**src/rtl/fir_coef_sram_ctrl_if.sv**
```systemverilog
// Coefficient write channel and single-port SRAM bus of the FIR coefficient store.
// master = controller side, slave = coefficient source / SRAM side.
interface fir_coef_sram_ctrl_if #(
    parameter int unsigned DATA_W = 16,
    parameter int unsigned ADDR_W = 4
);
    logic              iCoefValid;
    logic [ADDR_W-1:0] iCoefAddr;
    logic [DATA_W-1:0] iCoefData;
    logic              oCoefReady;
    logic              oAddrErr;
    logic              oCsnRam;
    logic              oWrnRam;
    logic [ADDR_W-1:0] oAddrRam;
    logic [DATA_W-1:0] oWtDtRam;
    logic [DATA_W-1:0] iRdDtRam;

    modport master (
        input  iCoefValid, iCoefAddr, iCoefData, iRdDtRam,
        output oCoefReady, oAddrErr, oCsnRam, oWrnRam, oAddrRam, oWtDtRam
    );

    modport slave (
        output iCoefValid, iCoefAddr, iCoefData, iRdDtRam,
        input  oCoefReady, oAddrErr, oCsnRam, oWrnRam, oAddrRam, oWtDtRam
    );
endinterface

```
**src/rtl/fir_coef_sram_ctrl.sv**
```systemverilog
// FIR coefficient SRAM controller: handshaked writes, full-burst tap readout.
// Define FIR_TAP_REVERSE_EN to stream taps highest index first.
module fir_coef_sram_ctrl #(
    parameter int unsigned DATA_W   = 16,
    parameter int unsigned ADDR_W   = 4,
    parameter int unsigned NUM_TAPS = 11
) (
    input  logic                iClk12M,
    input  logic                iRst,
    fir_coef_sram_ctrl_if.master bus,
    input  logic                iRdStart,
    output logic                oBusy,
    output logic                oTapValid,
    output logic [ADDR_W-1:0]   oTapIdx,
    output logic [DATA_W-1:0]   oTapData,
    output logic                oRdDone
);
    typedef enum logic [1:0] {IDLE, WRITE, READ, DRAIN} state_t;

    localparam logic [ADDR_W-1:0] LAST_ADDR = ADDR_W'(NUM_TAPS - 1);
    localparam logic [ADDR_W-1:0] ONE       = ADDR_W'(1);
`ifdef FIR_TAP_REVERSE_EN
    localparam logic [ADDR_W-1:0] FIRST_IDX = LAST_ADDR;
    localparam logic [ADDR_W-1:0] FINAL_IDX = '0;
`else
    localparam logic [ADDR_W-1:0] FIRST_IDX = '0;
    localparam logic [ADDR_W-1:0] FINAL_IDX = LAST_ADDR;
`endif

    state_t            state, stateNxt;
    logic              pending, pendingNxt;
    logic [ADDR_W-1:0] rdCnt, rdCntNxt;
    logic              drainCnt, drainCntNxt;

    logic              csnNxt, wrnNxt, errNxt;
    logic [ADDR_W-1:0] addrNxt;
    logic [DATA_W-1:0] wdatNxt;

    logic              s1Valid, s1Last;
    logic [ADDR_W-1:0] s1Idx;

    logic              wrAccept, wrGood;

    assign bus.oCoefReady = (state == IDLE) && !pending;
    assign oBusy          = (state != IDLE);
    assign wrAccept       = bus.iCoefValid && bus.oCoefReady;
    assign wrGood         = wrAccept && ({1'b0, bus.iCoefAddr} < (ADDR_W + 1)'(NUM_TAPS));

    always_comb begin
        stateNxt    = state;
        pendingNxt  = pending;
        rdCntNxt    = rdCnt;
        drainCntNxt = drainCnt;
        if (iRdStart && (state == IDLE || state == WRITE))
            pendingNxt = 1'b1;
        case (state)
            IDLE: begin
                if (pending) begin
                    stateNxt   = READ;
                    pendingNxt = 1'b0;
                    rdCntNxt   = FIRST_IDX;
                end else if (wrGood) begin
                    stateNxt = WRITE;
                end
            end
            WRITE: stateNxt = IDLE;
            READ: begin
                if (rdCnt == FINAL_IDX) begin
                    stateNxt    = DRAIN;
                    drainCntNxt = 1'b0;
                end else begin
`ifdef FIR_TAP_REVERSE_EN
                    rdCntNxt = rdCnt - ONE;
`else
                    rdCntNxt = rdCnt + ONE;
`endif
                end
            end
            DRAIN: begin
                if (drainCnt) stateNxt = IDLE;
                else          drainCntNxt = 1'b1;
            end
            default: stateNxt = IDLE;
        endcase
    end

    // SRAM pins are registered, so they are decoded from the state being entered.
    always_comb begin
        csnNxt  = 1'b1;
        wrnNxt  = 1'b1;
        addrNxt = bus.oAddrRam;
        wdatNxt = bus.oWtDtRam;
        errNxt  = wrAccept && !wrGood;
        if (stateNxt == WRITE) begin
            csnNxt  = 1'b0;
            wrnNxt  = 1'b0;
            addrNxt = bus.iCoefAddr;
            wdatNxt = bus.iCoefData;
        end else if (stateNxt == READ) begin
            csnNxt  = 1'b0;
            addrNxt = rdCntNxt;
        end
    end

    always_ff @(posedge iClk12M) begin
        if (iRst) begin
            state        <= IDLE;
            pending      <= 1'b0;
            rdCnt        <= '0;
            drainCnt     <= 1'b0;
            bus.oCsnRam  <= 1'b1;
            bus.oWrnRam  <= 1'b1;
            bus.oAddrRam <= '0;
            bus.oWtDtRam <= '0;
            bus.oAddrErr <= 1'b0;
            s1Valid      <= 1'b0;
            s1Last       <= 1'b0;
            s1Idx        <= '0;
            oTapValid    <= 1'b0;
            oTapIdx      <= '0;
            oTapData     <= '0;
            oRdDone      <= 1'b0;
        end else begin
            state        <= stateNxt;
            pending      <= pendingNxt;
            rdCnt        <= rdCntNxt;
            drainCnt     <= drainCntNxt;
            bus.oCsnRam  <= csnNxt;
            bus.oWrnRam  <= wrnNxt;
            bus.oAddrRam <= addrNxt;
            bus.oWtDtRam <= wdatNxt;
            bus.oAddrErr <= errNxt;
            // Stage 1 tracks the SRAM read cycle; stage 2 registers the returned word.
            s1Valid      <= (state == READ);
            s1Last       <= (state == READ) && (rdCnt == FINAL_IDX);
            s1Idx        <= rdCnt;
            oTapValid    <= s1Valid;
            oRdDone      <= s1Valid && s1Last;
            if (s1Valid) begin
                oTapIdx  <= s1Idx;
                oTapData <= bus.iRdDtRam;
            end
        end
    end
endmodule

```
**src/flat_wrapper.sv**
```systemverilog
// flat-port wrapper written by rule: the top's interface ports become plain ports
module fir_coef_sram_ctrl_flat 
#(
    parameter int unsigned DATA_W   = 16,
    parameter int unsigned ADDR_W   = 4,
    parameter int unsigned NUM_TAPS = 11
)
  (iClk12M, iRst, iRdStart, oBusy, oTapValid, oTapIdx, oTapData, oRdDone, bus_iCoefValid, bus_iCoefAddr, bus_iCoefData, bus_iRdDtRam, bus_oCoefReady, bus_oAddrErr, bus_oCsnRam, bus_oWrnRam, bus_oAddrRam, bus_oWtDtRam);
  fir_coef_sram_ctrl_if #(.DATA_W(DATA_W), .ADDR_W(ADDR_W)) bus_i ();
  input  logic iClk12M;
  input  logic iRst;
  input  logic iRdStart;
  output logic oBusy;
  output logic oTapValid;
  output logic [ADDR_W-1:0] oTapIdx;
  output logic [DATA_W-1:0] oTapData;
  output logic oRdDone;
  input wire logic [$bits(bus_i.iCoefValid)-1:0] bus_iCoefValid;
  input wire logic [$bits(bus_i.iCoefAddr)-1:0] bus_iCoefAddr;
  input wire logic [$bits(bus_i.iCoefData)-1:0] bus_iCoefData;
  input wire logic [$bits(bus_i.iRdDtRam)-1:0] bus_iRdDtRam;
  output wire logic [$bits(bus_i.oCoefReady)-1:0] bus_oCoefReady;
  output wire logic [$bits(bus_i.oAddrErr)-1:0] bus_oAddrErr;
  output wire logic [$bits(bus_i.oCsnRam)-1:0] bus_oCsnRam;
  output wire logic [$bits(bus_i.oWrnRam)-1:0] bus_oWrnRam;
  output wire logic [$bits(bus_i.oAddrRam)-1:0] bus_oAddrRam;
  output wire logic [$bits(bus_i.oWtDtRam)-1:0] bus_oWtDtRam;
  assign bus_i.iCoefValid = bus_iCoefValid;
  assign bus_i.iCoefAddr = bus_iCoefAddr;
  assign bus_i.iCoefData = bus_iCoefData;
  assign bus_i.iRdDtRam = bus_iRdDtRam;
  assign bus_oCoefReady = bus_i.oCoefReady;
  assign bus_oAddrErr = bus_i.oAddrErr;
  assign bus_oCsnRam = bus_i.oCsnRam;
  assign bus_oWrnRam = bus_i.oWrnRam;
  assign bus_oAddrRam = bus_i.oAddrRam;
  assign bus_oWtDtRam = bus_i.oWtDtRam;
  fir_coef_sram_ctrl #(.DATA_W(DATA_W), .ADDR_W(ADDR_W), .NUM_TAPS(NUM_TAPS)) u_core (.iClk12M(iClk12M), .iRst(iRst), .bus(bus_i), .iRdStart(iRdStart), .oBusy(oBusy), .oTapValid(oTapValid), .oTapIdx(oTapIdx), .oTapData(oTapData), .oRdDone(oRdDone));
endmodule
```
**config.mk**
```make
export PLATFORM = sky130hd
export DESIGN_NAME = fir_coef_sram_ctrl_flat
export DESIGN_NICKNAME = d
export VERILOG_FILES = /design/src/rtl/fir_coef_sram_ctrl_if.sv /design/src/rtl/fir_coef_sram_ctrl.sv /design/src/flat_wrapper.sv
export SDC_FILE = /design/constraint.sdc
export NUM_CORES = 1
export LEC_CHECK = 0
export CAP_MARGIN = 20
export CORE_UTILIZATION = 39
export DETAILED_ROUTE_END_ITERATION = 6
export PLACE_DENSITY = 0.75
export REMOVE_ABC_BUFFERS = 1
export SYNTH_ARGS = -nofsm -noshare
export SYNTH_HDL_FRONTEND = slang
export SYNTH_SLANG_ARGS = --single-unit
```
**constraint.sdc**
```tcl
create_clock -name iClk12M -period 2 [get_ports iClk12M]
set_input_delay 0.6 -clock iClk12M [delete_from_list [all_inputs] [get_ports iClk12M]]
set_output_delay 0.6 -clock iClk12M [all_outputs]
set_load 0.05 [all_outputs]
```
# Word-level counts from Yosys, hierarchy flattened

Index checks and enable logic that the tools add are counted.
Widths: inputs -> output; s select.

Bits in registers: 59
Bits in latches: 0
Bits in writable memories: 0
Bits in read-only memories: 0
Output and inout bits: 47
Memories kept: 0

$add $sub $neg: 1
Multipliers: 0
Div/mod/pow operators: 0
$lt $le $gt $ge: 1
Eq/ne operators: 7
Shift operators: 0
Multiplexer cells: 18
Bitwise gates (word level): 0
Reduce and logical (&&, ||, !) cells: 15

Operators by type and width:

| operator            | number |
|---|---|
| $mux 4              | 4 |
| $mux 2              | 4 |
| $pmux 2 s4          | 1 |
| $pmux 4 s2          | 1 |
| $logic_and 1x1->1   | 7 |
| $mux 1              | 7 |
| $eq 2x2->1 const B  | 3 |
| $reduce_bool 2->1   | 3 |
| $add 4x1->4 const B | 1 |
| $eq 2x1->1 const B  | 2 |
| $eq 4x4->1 const B  | 1 |
| $lt 4x4->1 const B  | 1 |
| $logic_not 1->1     | 2 |
| $logic_not 2->1     | 1 |
| $ne 2x1->1 const B  | 1 |
| $pmux 1 s2          | 1 |
| $reduce_and 2->1    | 1 |
| $logic_or 1x1->1    | 1 |

# Longest topological paths before layout

Depth in word-level cells: 10
Depth in mapped cells: 10
Depth with buffers taken out: 9

# Least setup slack after synthesis

Ideal clock, no wire load.

Kind: register to output
Start: reg u_core.state[1]
End: out bus_oCoefReady
Data arrival time: 1.534 ns
Setup slack: -0.134 ns
Stages on the path, launching flop included: 3
Path buffers: 1
Cell sequence: dfxtp_1 > buf_6 > nor3_1

Cells in the longest elaborated chain, start to end: 2

Ends and longest elaborated chain:

| element                  | RTL line                  | text |
|---|---|---|
| start: declaration       | fir_coef_sram_ctrl.sv:30  | `state_t state, stateNxt;` |
| start signal: assignment | fir_coef_sram_ctrl.sv:124 | `state <= stateNxt;` |
| $logic_not 2->1          | fir_coef_sram_ctrl.sv:44  | `assign bus.oCoefReady = (state == IDLE) && !pending;` |
| $logic_and 1x1->1        | fir_coef_sram_ctrl.sv:44  |  |
| end: declaration         | flat_wrapper.sv:22        | `output wire logic [$bits(bus_i.oCoefReady)-1:0] bus_oCoefReady;` |

No other way between the ends.

# Worst setup path after layout

Start: reg u_core.rdCnt[0]
End: reg u_core.bus.oAddrRam[0]

Cells in the longest elaborated chain, start to end: 5
Elaborated cells between the ends (all ways): 12

Ends and longest elaborated chain:

| element                                            | RTL line                                           | text |
|---|---|---|
| start: declaration                                 | fir_coef_sram_ctrl.sv:32                           | `logic [ADDR_W-1:0] rdCnt, rdCntNxt;` |
| start signal: assignment                           | fir_coef_sram_ctrl.sv:126                          | `rdCnt <= rdCntNxt;` |
| $eq 4x4->1 (*)                                     | fir_coef_sram_ctrl.sv:68                           | `if (rdCnt == FINAL_IDX) begin` |
| $mux 2 (*)                                         | fir_coef_sram_ctrl.sv:68                           |  |
| $pmux 2 s4 (*)                                     | fir_coef_sram_ctrl.sv:56                           | `case (state)` |
| named net u_core.stateNxt[0]                       | fir_coef_sram_ctrl.sv:30                           |  |
| $eq 2x1->1 / $eq 2x2->1 (equally long branches)    | fir_coef_sram_ctrl.sv:94, fir_coef_sram_ctrl.sv:99 |  |
| $mux 4 / $reduce_bool 2->1 (equally long branches) | --                                                 |  |
| end signal: assignment                             | fir_coef_sram_ctrl.sv:130                          | `bus.oAddrRam <= addrNxt;` |
| end: declaration                                   | fir_coef_sram_ctrl_if.sv:20                        | `output oCoefReady, oAddrErr, oCsnRam, oWrnRam, oAddrRam, oWtDtRam` |

The timed path passes the listed nets; every way through them passes the cells marked *. The select of a mux whose other input is x is not followed.
A chain may end at the register's enable or synchronous reset.

==> impl_metrics.json <==
{
  "synth_edf_count": 0,
  "final_cell_area_um2": 3490,
  "arrival_ns": 2.15,
  "drc": 0,
  "worstSetupEndpointType": "flop",
  "synthesis.area_um2": 2270,
  "grt_max_degree": 22,
  "holdCritStartpoint": "u_core.s1Last",
  "final_common_cell": "buf_4",
  "hold_buffers": 0,
  "period_share_pct": 93.9,
  "insertion_delay_ns": 0.33,
  "track_usage_pct": 16.9,
  "tritoncts": "yes",
  "power_density_nw_per_um2": 921,
  "whs_endpoint": "u_core.oRdDone",
  "vias": 1837,
  "pin_count": 87,
  "drt_iter0_drc": 34,
  "ys_ff_latch": 59,
  "rr_endpoint": "u_core.bus.oAddrRam[0]",
  "grt_pass1_wl_mm": 7.94,
  "area_growth_pct": 53.7,
  "ys.flop_type": "dfxtp_1",
  "synth.distinct_cells": 39,
  "relSlewSlack_pct": 73.8,
  "yosysSeqAreaShare_pct": 52.0,
  "status": "complete, no violations",
  "die-area_um2": 6130,
  "clk_transition_reported_paths_ns": 0.06,
  "cap_violations": 0,
  "synth_cells": 223,
  "htree_levels": 3,
  "max_freq_ghz": 0.532,
  "finalWirelength_mm": 4.82,
  "cts_made_buffers": 9,
  "cts_setup_buffers": 0,
  "tns_ns": 0,
  "vias_per_cell": 4.58,
  "required_ns": 2.27,
  "setup_violations": 0,
  "total_leakage_power_nw": 1.46,
  "crit_fanout": 6,
  "die_h_um": 78.3,
  "fin_nets": 368,
  "rrSetupSlack_ns": 0.12,
  "drtAntennaViolNets": 0,
  "place_congestion": 0.858,
  "die_x_um": 78.3,
  "peakVddDrop_mv": 0.710,
  "r2r_start": "u_core.rdCnt[0]",
  "hp-class": "flop to flop",
  "min_path_cells": 1,
  "gr-total-overflow": 0,
  "drt-pass1-iter-count": 4,
  "layout_common_cells": "60 x buf_4, 58 x dfxtp_1, 45 x nor2_1",
  "fin_skew_ns": 0.00588,
  "hold_viol": 0,
  "rsz0062_at_grt": "false",
  "core_area_um2": 5570,
  "cp-start-kind": "flop",
  "diodes": 0,
  "rr_worst_depth": 9,
  "grt_pass1_vias": 1749,
  "rows": 27,
  "layout_min_cycle_time_ns": 1.88,
  "placement.io_buffers": 86,
  "avgSynthCellArea_um2": 10.2,
  "clockRootBuffer": "clkbuf_8",
  "drive_above_1_share_pct": 29.2,
  "antenna_found_initial": 0,
  "yosysWarnings": 0,
  "synthArstFlopShare_pct": 0,
  "dp_hpwl_mm": 3.56,
  "initial_core_util_pct": 40.7,
  "clock_sinks": 59,
  "maxSlewViolCount": 0,
  "placed_cell_area_um2": 3190,
  "path_class": "flop to flop",
  "max-clock-path-buffers": 2,
  "wl_per_cell_um": 12.0,
  "worst_pin_slew_ns": 0.393
}
==> per-stage QoR <==
step	cells	hold slack (ns)	setup slack [ns]	util, %	power (W)
6_report	401	0.440	0.122	62.6	0.00321
5_1_grt	401	0.470	0.0474	62.6	0.00336
4_1_cts	401	0.442	0.00437	61.8	0.00323
3_5_place_dp	385	0.427	-0.512	57.2	0.00199
3_3_place_gp	385	0.415	-0.435	57.2	0.00198
2_1_floorplan	210	0.406	-0.148	-	0.00170
==> cell type report <==
| cell class | count | area [um2] |
|---|---|---|
| clock inverter | 4 | 72.6 |
| fill | 474 | 2090 |
| timing repair buffer | 103 | 908 |
| inverter | 8 | 30.0 |
| sequential | 59 | 1180 |
| clock buffer | 12 | 155 |
| multi-input combinational | 143 | 1050 |
| tap | 72 | 90.1 |
==> per-layer routing <==
| layer | vias to the layer above | GRT usage (%) | share of wire, % |
|---|---|---|---|
| li1 | 944 | - | - |
| met2 | 65 | 27.3 | 47 |
| met1 | 822 | 19.9 | 44 |
| met4 | 0 | 7.78 | 0.95 |
| met5 | - | 0 | 0 |
| met3 | 6 | 6.28 | 7.9 |
==> cells in the mapped netlist, types with 2 or more instances <==
| cell | number | area share, % |
|---|---|---|
| inv_2 | 2 | 0.33 |
| a221oi_2 | 2 | 1.3 |
| dfxtp_1 | 59 | 52 |
| o21ai_1 | 2 | 0.44 |
| nor2_1 | 45 | 7.4 |
| ha_1 | 4 | 2.2 |
| a31o_1 | 2 | 0.77 |
| nor2b_1 | 7 | 1.9 |
| inv_1 | 6 | 0.99 |
| clkbuf_1 | 6 | 0.99 |
| mux2i_1 | 37 | 16 |
| a21oi_1 | 8 | 1.8 |
| nor3_1 | 2 | 0.44 |
| and2b_1 | 2 | 0.66 |
| buf_2 | 4 | 0.88 |
| buf_6 | 2 | 0.99 |
| nand2b_1 | 2 | 0.55 |
| nand2_1 | 10 | 1.7 |
==> kinds of logic after synthesis <==
logic type	share of synthesized area, %
AOI/OAI and AO/OA	8.60
xor gates and xnor gates	0.386
adders and majority gates	2.21
buffers and inverters	4.52
DFF	52.0
muxes	16.3
and+or+nand+nor	15.9
==> critical path, stage by stage (launching register included) <==
cell      delay [ns]
dfxtp_2         0.34
inv_1           0.06
ha_1            0.21
nand3b_2        0.10
mux2i_1         0.08
a22o_1          0.24
ha_4            0.32
nor2_1          0.05
a221oi_1        0.26
o21a_1          0.16
==> registers in the layout, summed over array words and instances (netlist names), 2 cells and up <==
register	cells
u_core.bus.oAddrRam	4
u_core.bus.oWtDtRam	16
u_core.oTapData	16
u_core.oTapIdx	4
u_core.rdCnt	4
u_core.s1Idx	4
u_core.state	2
==> power breakdown <==
part	leakage (nW)	total (W)	switching [W]	internal (W)
registers	0.479	0.00127	0.0000366	0.00124
clock network	0.113	0.00121	0.000438	0.000768
logic	0.871	0.000733	0.000411	0.000322
total	1.46	0.00321	0.000886	0.00233
==> worst max-delay path by stage <==
stage | start | endpoint | slack [ns] | cells past startpoint
2_1_floorplan | u_core.state[1] | bus_oCoefReady | -0.15 | 1
3_3_place_gp | bus_iCoefAddr[0] | u_core.bus.oAddrRam[2] | -0.43 | 8
3_5_place_dp | bus_iCoefAddr[0] | u_core.bus.oAddrRam[2] | -0.51 | 8
4_1_cts | bus_iCoefValid | u_core.bus.oAddrRam[2] | 0.004 | 7
5_1_grt | u_core.rdCnt[0] | u_core.bus.oAddrRam[0] | 0.05 | 9
6_report | u_core.rdCnt[0] | u_core.bus.oAddrRam[0] | 0.12 | 9
==> repair_timing <==
action                     in CTS  in global routing
gates resized for setup         7                 10
pin swaps                       3                  3
setup endpoints to repair       4                  5
gates cloned                    0                  0
No activity file was read; power rests on OpenSTA's default activity.
